===== config.mk =====
export PLATFORM = sky130hd
export DESIGN_NAME = sigma_delta_decimator
export DESIGN_NICKNAME = d
export VERILOG_FILES = /design/src/rtl/sigma_delta_decimator.sv
export SDC_FILE = /design/constraint.sdc
export NUM_CORES = 1
export LEC_CHECK = 0
export ABC_CLOCK_PERIOD_IN_PS = 7700
export BUFFER_PORTS_ARGS = -buffer_cell sky130_fd_sc_hd__clkbuf_2
export CORE_UTILIZATION = 50
export CTS_BUF_LIST = sky130_fd_sc_hd__clkbuf_8
export DETAILED_ROUTE_END_ITERATION = 8
export PLACE_DENSITY_LB_ADDON = 0.08
export SLEW_MARGIN = 20
export SYNTH_ARGS = -nofsm -noshare
export SYNTH_HDL_FRONTEND = slang
export SYNTH_SLANG_ARGS = --single-unit

===== constraint.sdc =====
create_clock -name clk_i -period 7.7 [get_ports clk_i]
set_input_delay 0.385 -clock clk_i [delete_from_list [all_inputs] [get_ports clk_i]]
set_output_delay 0.385 -clock clk_i [all_outputs]
set_load 0.05 [all_outputs]

===== src/rtl/sigma_delta_decimator.sv =====
// Third-order CIC (sinc^3) decimator: 1-bit sigma-delta stream in, signed BW-bit PCM out.
// Decimation ratio R = 2**DEC_LOG2; output is rescaled by an arithmetic shift and saturated.
module sigma_delta_decimator #(
  parameter int unsigned BW       = 16,
  parameter int unsigned DEC_LOG2 = 6
) (
  input  logic                 clk_i,
  input  logic                 rst_ni,
  input  logic                 bit_i,
  input  logic                 bit_valid_i,
  output logic signed [BW-1:0] dout_o,
  output logic                 dout_valid_o,
  output logic                 sat_o
);

  localparam int unsigned W     = 2 + 3 * DEC_LOG2;
  localparam int unsigned SHIFT = 3 * DEC_LOG2 - (BW - 1);

  localparam logic [DEC_LOG2-1:0] CntMax = '1;
  localparam logic signed [W-1:0] YMax   = {{(W - BW + 1){1'b0}}, {(BW - 1){1'b1}}};
  localparam logic signed [W-1:0] YMin   = {{(W - BW + 1){1'b1}}, {(BW - 1){1'b0}}};

  if (3 * DEC_LOG2 < BW - 1) begin : g_param_check
    $error("sigma_delta_decimator: 3*DEC_LOG2 must be >= BW-1");
  end

  logic signed [W-1:0]  x;
  logic signed [W-1:0]  i1_q, i2_q, i3_q;
  logic signed [W-1:0]  d1_q, d2_q, d3_q;
  logic signed [W-1:0]  c1, c2, c3, y;
  logic [DEC_LOG2-1:0]  cnt_q;
  logic                 dec_stb_q;
  logic signed [BW-1:0] y_sat;
  logic                 clip;

  always_comb begin
    x = bit_i ? W'(1) : {W{1'b1}};
  end

  // Integrators wrap modulo 2**W on purpose; the comb differences undo the wrap exactly.
  always_ff @(posedge clk_i or negedge rst_ni) begin
    if (!rst_ni) begin
      i1_q      <= '0;
      i2_q      <= '0;
      i3_q      <= '0;
      cnt_q     <= '0;
      dec_stb_q <= 1'b0;
    end else begin
      dec_stb_q <= bit_valid_i && (cnt_q == CntMax);
      if (bit_valid_i) begin
        i1_q  <= i1_q + x;
        i2_q  <= i2_q + i1_q;
        i3_q  <= i3_q + i2_q;
        cnt_q <= cnt_q + 1'b1;
      end
    end
  end

  always_comb begin
    c1 = i3_q - d1_q;
    c2 = c1 - d2_q;
    c3 = c2 - d3_q;
    y  = c3 >>> SHIFT;
    clip  = 1'b0;
    y_sat = y[BW-1:0];
    if (y > YMax) begin
      clip  = 1'b1;
      y_sat = YMax[BW-1:0];
    end else if (y < YMin) begin
      clip  = 1'b1;
      y_sat = YMin[BW-1:0];
    end
  end

  always_ff @(posedge clk_i or negedge rst_ni) begin
    if (!rst_ni) begin
      d1_q         <= '0;
      d2_q         <= '0;
      d3_q         <= '0;
      dout_o       <= '0;
      sat_o        <= 1'b0;
      dout_valid_o <= 1'b0;
    end else begin
      dout_valid_o <= dec_stb_q;
      if (dec_stb_q) begin
        d1_q   <= i3_q;
        d2_q   <= c1;
        d3_q   <= c2;
        dout_o <= y_sat;
        sat_o  <= clip;
      end
    end
  end

endmodule


=== Word-level counts from Yosys, hierarchy flattened ===
Cells that the tools add are included.

* Register bits after elaboration: 145
* Bits of input ports: 4
* Output and inout bits: 18
* Word-level logic and storage cells: 27

* Add/sub/neg operators: 7
* $lt $le $gt $ge: 2
* Equality and inequality tests: 1
* Mux-type cells: 5
* Reduce and logical (&&, ||, !) cells: 1

{| class="wikitable"
|+ Operators with widths
! cell !! count
|-
| $add A20 B20 Y20 || 3
|-
| $sub A20 B20 Y20 || 3
|-
| $mux W16 || 2
|-
| $mux W20 || 1
|-
| $gt A17 B16 Y1 const B || 1
|-
| $lt A17 B16 Y1 const B || 1
|-
| $add A6 B1 Y6 const B || 1
|-
| $eq A6 B6 Y1 const B || 1
|-
| $mux W1 || 2
|-
| $logic_and A1 B1 Y1 || 1
|}

=== Depth between registers and ports, before layout ===
* Word-level depth: 6
* Gate-level depth with buffers: 31
* Gate-level depth less buffers: 29

=== Least setup slack after synthesis ===
No wires, ideal clock.

* Path type: register to register
* Start point: register i3_q[0]
* End point: register dout_o[11]
* Library setup time: 0.087 ns
* Arrival: 5.332 ns
* Required time: 7.613 ns
* Slack: 2.282 ns
* Cell stages (with the launch flop): 30
* Path buffers: 2
* Clock period less this slack: 5.418 ns
* Path through: dfrtp_1 > inv_1 > ha_1 > inv_1 > fa_1 > a21o_1 > a21oi_1 > nand2b_1 > a21boi_0 > nor2_1 > xnor2_1 > ha_1 > or3_1 > o21ai_2 > o21ai_0 > a21o_1 > a21oi_1 > xnor2_1 > ha_1 > a21o_1 > a21o_1 > a21oi_1 > o21ai_0 > o41ai_1 > mux2i_1 > mux2i_1 > and2_1 > buf_2 > buf_6 > a211oi_2

* Word-level cells in the longest chain between the ends: 6
* Elaborated cells between the ends (all ways): 7
* Those cells by class: 3 x add/sub; 2 x order compare; 2 x mux

{| class="wikitable"
|+ RTL lines
! item !! line !! source
|-
| start: declaration || 28 || <nowiki>logic signed [W-1:0] i1_q, i2_q, i3_q;</nowiki>
|-
| start signal: assignment || 53 || <nowiki>i3_q <= i3_q + i2_q;</nowiki>
|-
| $sub A20 B20 Y20 (*) || 60 || <nowiki>c1 = i3_q - d1_q;</nowiki>
|-
| via c1[6] || 30 || <nowiki>logic signed [W-1:0] c1, c2, c3, y;</nowiki>
|-
| $sub A20 B20 Y20 (*) || 61 || <nowiki>c2 = c1 - d2_q;</nowiki>
|-
| via c2[11] || 30 ||
|-
| $sub A20 B20 Y20 (*) || 62 || <nowiki>c3 = c2 - d3_q;</nowiki>
|-
| $lt A17 B16 Y1 || 69 || <nowiki>end else if (y < YMin) begin</nowiki>
|-
| $mux W16 || 69 ||
|-
| $mux W16 (*) || 66 || <nowiki>if (y > YMax) begin</nowiki>
|-
| end signal: assignment || 89 || <nowiki>dout_o <= y_sat;</nowiki>
|-
| end: declaration || 11 || <nowiki>output logic signed [BW-1:0] dout_o,</nowiki>
|}

The timed path passes the listed nets; every way through them passes the cells marked *.
A chain may end at the register's enable or synchronous reset.

=== Final worst setup path ===
* Start point: register i3_q[0]
* End point: register dout_o[14]

Same word-level chain as after synthesis.

==> key figures <==
Run status
  – Status: complete, but fails checks
  – Failing checks: hold timing

Timing
  – Max Fclk: 163 MHz
  – Final Cycle Share: 79.7%
  – RSZ-0062 raised after global routing: no
  – Worst slew margin: between 40% and 50%
  – Setup_tns: 0 ps
  – Fin. Hold Viols: 9
  – Slew @ Worst Pin: between 700 and 800 ps
  – Hold WS: -22.0 ps
  – Fin. max-slew vios: 0
  – Final setup fails: 0
  – Clock skew: 12.1 ps
  – Minimum clock period: 6140 ps

Die
  – Die X: around 150 um
  – Starting Density: around 51%
  – IO Pins: 22
  – Core Footprint: 0.0204 mm^2
  – Die ar.: 0.0215 mm^2
  – Die Y: 147 um
  – Cell row count: 52

CTS
  – Number of clock sinks: 145
  – CTS resizes: 0
  – Root buf cell: clkbuf_8
  – CTS H-Tree Depth: 4
  – CTS tree: done
  – Setup repair bufs after CTS: 0
  – Clk slew on worst S/H paths: about 80 ps
  – Clock Tree Buf Depth: 2
  – Number of buffers inserted by hold repair at cts: 0
  – Clock Latency Late Sink: roughly 450 ps
  – Number of CTS-inserted buffers: 17

Hold path
  – HP Class: input port to async pin

Job
  – Max-Cap Viols: 0

Logic synthesis
  – Number of synthesized flops with an enable pin: 0
  – Netlist cell types: 65
  – Register area share after synthesis: 34.7%
  – Syn_area_per_cell: 9.24 um^2
  – Ys async rst share: 100%
  – Ys Warns: 0
  – Synthesized net count: around 1.3k
  – Cell Area, Synth: 0.0105 mm^2
  – Post-synthesis cell count: 1131
  – Most used flip-flop cell after synthesis: dfrtp_1
  – Yosys reg bits: 145

Placed design
  – Hpwl dp: 13500 um
  – PortBufs: 21
  – Routability cong.: 0.842

Setup path
  – CP startpoint: i3_q[0]
  – CP dominant cell by count: a21o_1
  – Worst setup EP type: flip-flop
  – Startpoint Class: flip-flop
  – Worst flop-to-flop path startpoint: i3_q[0]
  – Critical path fanouts, max: 15
  – CP Data Arrival Time: about 6400 ps
  – CP Class: flip-flop to flip-flop
  – CP max stage cell: and2_1
  – Req. time, crit path: ~8000 ps
  – CP peak stage delay: ~600 ps

Global route
  – Total gr overflow: 0
  – Overall routing resource usage: a little under a fifth
  – Initial antenna violation count: 0
  – Number of global-route vias before repair: 7596
  – Pin count of the biggest net entering global routing: 87
  – Global-route wire length before repair: 33600 um

Routing
  – DR DRC count: 0
  – TritonRoute pass-1 iters: 4
  – WL/cell: 12.9 um
  – Antenna-violating nets left: 0
  – Routed via count: 7632
  – Drt initial violations: 242
  – Vias per cell: between 5 and 6
  – Routed WL: roughly 18000 um

Layout
  – Ant. Diodes: 0
  – Share of cells above drive strength 1: 10.6%
  – Layout Nets: around 1.3k
  – Layout area overhead: 7.26%
  – Fillers: around 1.9k
==> final timing paths <==
path	end	cells past startpoint	slack, ps
min in group clk_i	i1_q[19]	4	390
worst min register to register	cnt_q[5]	1	480
worst max register to register	dout_o[14]	27	1560
worst max-delay path	dout_o[14]	27	1560
worst min-delay path	d3_q[2]	1	-20
max in group asynchronous	dec_stb_q	2	6400
==> placed cells by master, fill, tap and decap left out, types with 4 or more instances in the layout <==
cell and count:
dfrtp_1 144, ha_1 113, nand2_1 98, inv_1 97, o21ai_0 95, nor2_1 79, a21oi_1 71, xnor2_1 60
mux2_2 46, a21o_1 42, xor2_1 32, clkbuf_8 20, clkbuf_2 20, a211oi_1 18, nand3_1 17, nor3_1 16
nand2b_1 12, nor2b_1 12, a21boi_0 12, mux2i_1 10, a211oi_2 10, and3_1 9, o31ai_1 9, o21a_1 8
o211ai_1 7, and2_1 7, nand4_1 7, o21bai_1 6, a31oi_1 5, nand3b_1 5, fa_1 5, o31a_1 4
a221oi_1 4, buf_4 4
==> stage by stage <==
step / cell area, um^2 / setup WS [ps] / hold WS (ps) / cells / util, %
after floorplan: 10500 / 2280 / 89.4 / 1131 / -
final: 11200 / 1560 / -22.0 / 1431 / 55.1
after global routing: 11200 / 1030 / 43.5 / 1431 / 55.1
after detailed placement: 10800 / 1530 / 468 / 1399 / 53.1
after CTS: 11200 / 1510 / 6.28 / 1431 / 55.1
after global placement: 10800 / 1650 / 461 / 1399 / 53.1
==> synthesized netlist by cell type, drive strengths merged, types with 16 or more instances <==
cell type  count  area, um^2
a21o          42         315
o21ai         99         503
inv           94         353
dfrtp        145        3630
mux2          46         518
nand2         98         368
a21oi         72         364
xnor2         60         526
xor2          32         280
ha           113        1410
clkbuf        16        60.1
a211oi        28         260
nor2          79         297
nor3          16        80.1
nand3         17        85.1
==> state kept, by name, summed over array words and instances, names as in the netlist <==
name and cells:
i1_q 20, i3_q 20, d3_q 20, dout_o 16, d1_q 20, dout_valid_o 1, dec_stb_q 1, i2_q 20
sat_o 1, cnt_q 6, d2_q 20
==> metal layers <==
metal | routed length, um | track usage [%] | vias to the layer above
met2 | 8690 | 32.5 | 49
met5 | 0 | 0 | -
met1 | 9150 | 23.9 | 3522
met4 | 296 | 6.25 | 0
li1 | - | - | 4039
met3 | 308 | 3.09 | 22
==> cell type report <==
type | instances | area, um^2 | share of cell area (%)
multi-input cells | 865 | 6360 | 56.7
repair buffers | 25 | 141 | 1.26
clock inverters | 12 | 119 | 1.06
flip-flops and latches | 145 | 3630 | 32.4
well taps | 270 | 338 | 3.01
inverters | 94 | 353 | 3.15
clock buffers | 20 | 275 | 2.45
==> critical path: cells and delay by family, from the launching register on <==
family,cells,cell delay [ps]
AO/OA/AOI/OAI,13,2550
AND/OR/NAND/NOR,4,1250
adder cells (fa/ha/maj),4,1050
flip-flops,1,410
multiplexers,2,350
XOR/XNOR,2,250
buffers and inverters,2,130
==> cell families after synthesis <==
group	Yosys count	share of synthesized area, %
AOI/OAI and AO/OA	325	20.6
and+or+nand+nor	273	11.9
DFF	145	34.7
buffers and inverters	121	4.50
adders and majority gates	118	14.5
xor gates and xnor gates	93	7.95
muxes	56	5.91
Power is not shown: default switching activity piles up to over one toggle a cycle in this logic, so the estimate is an artifact.
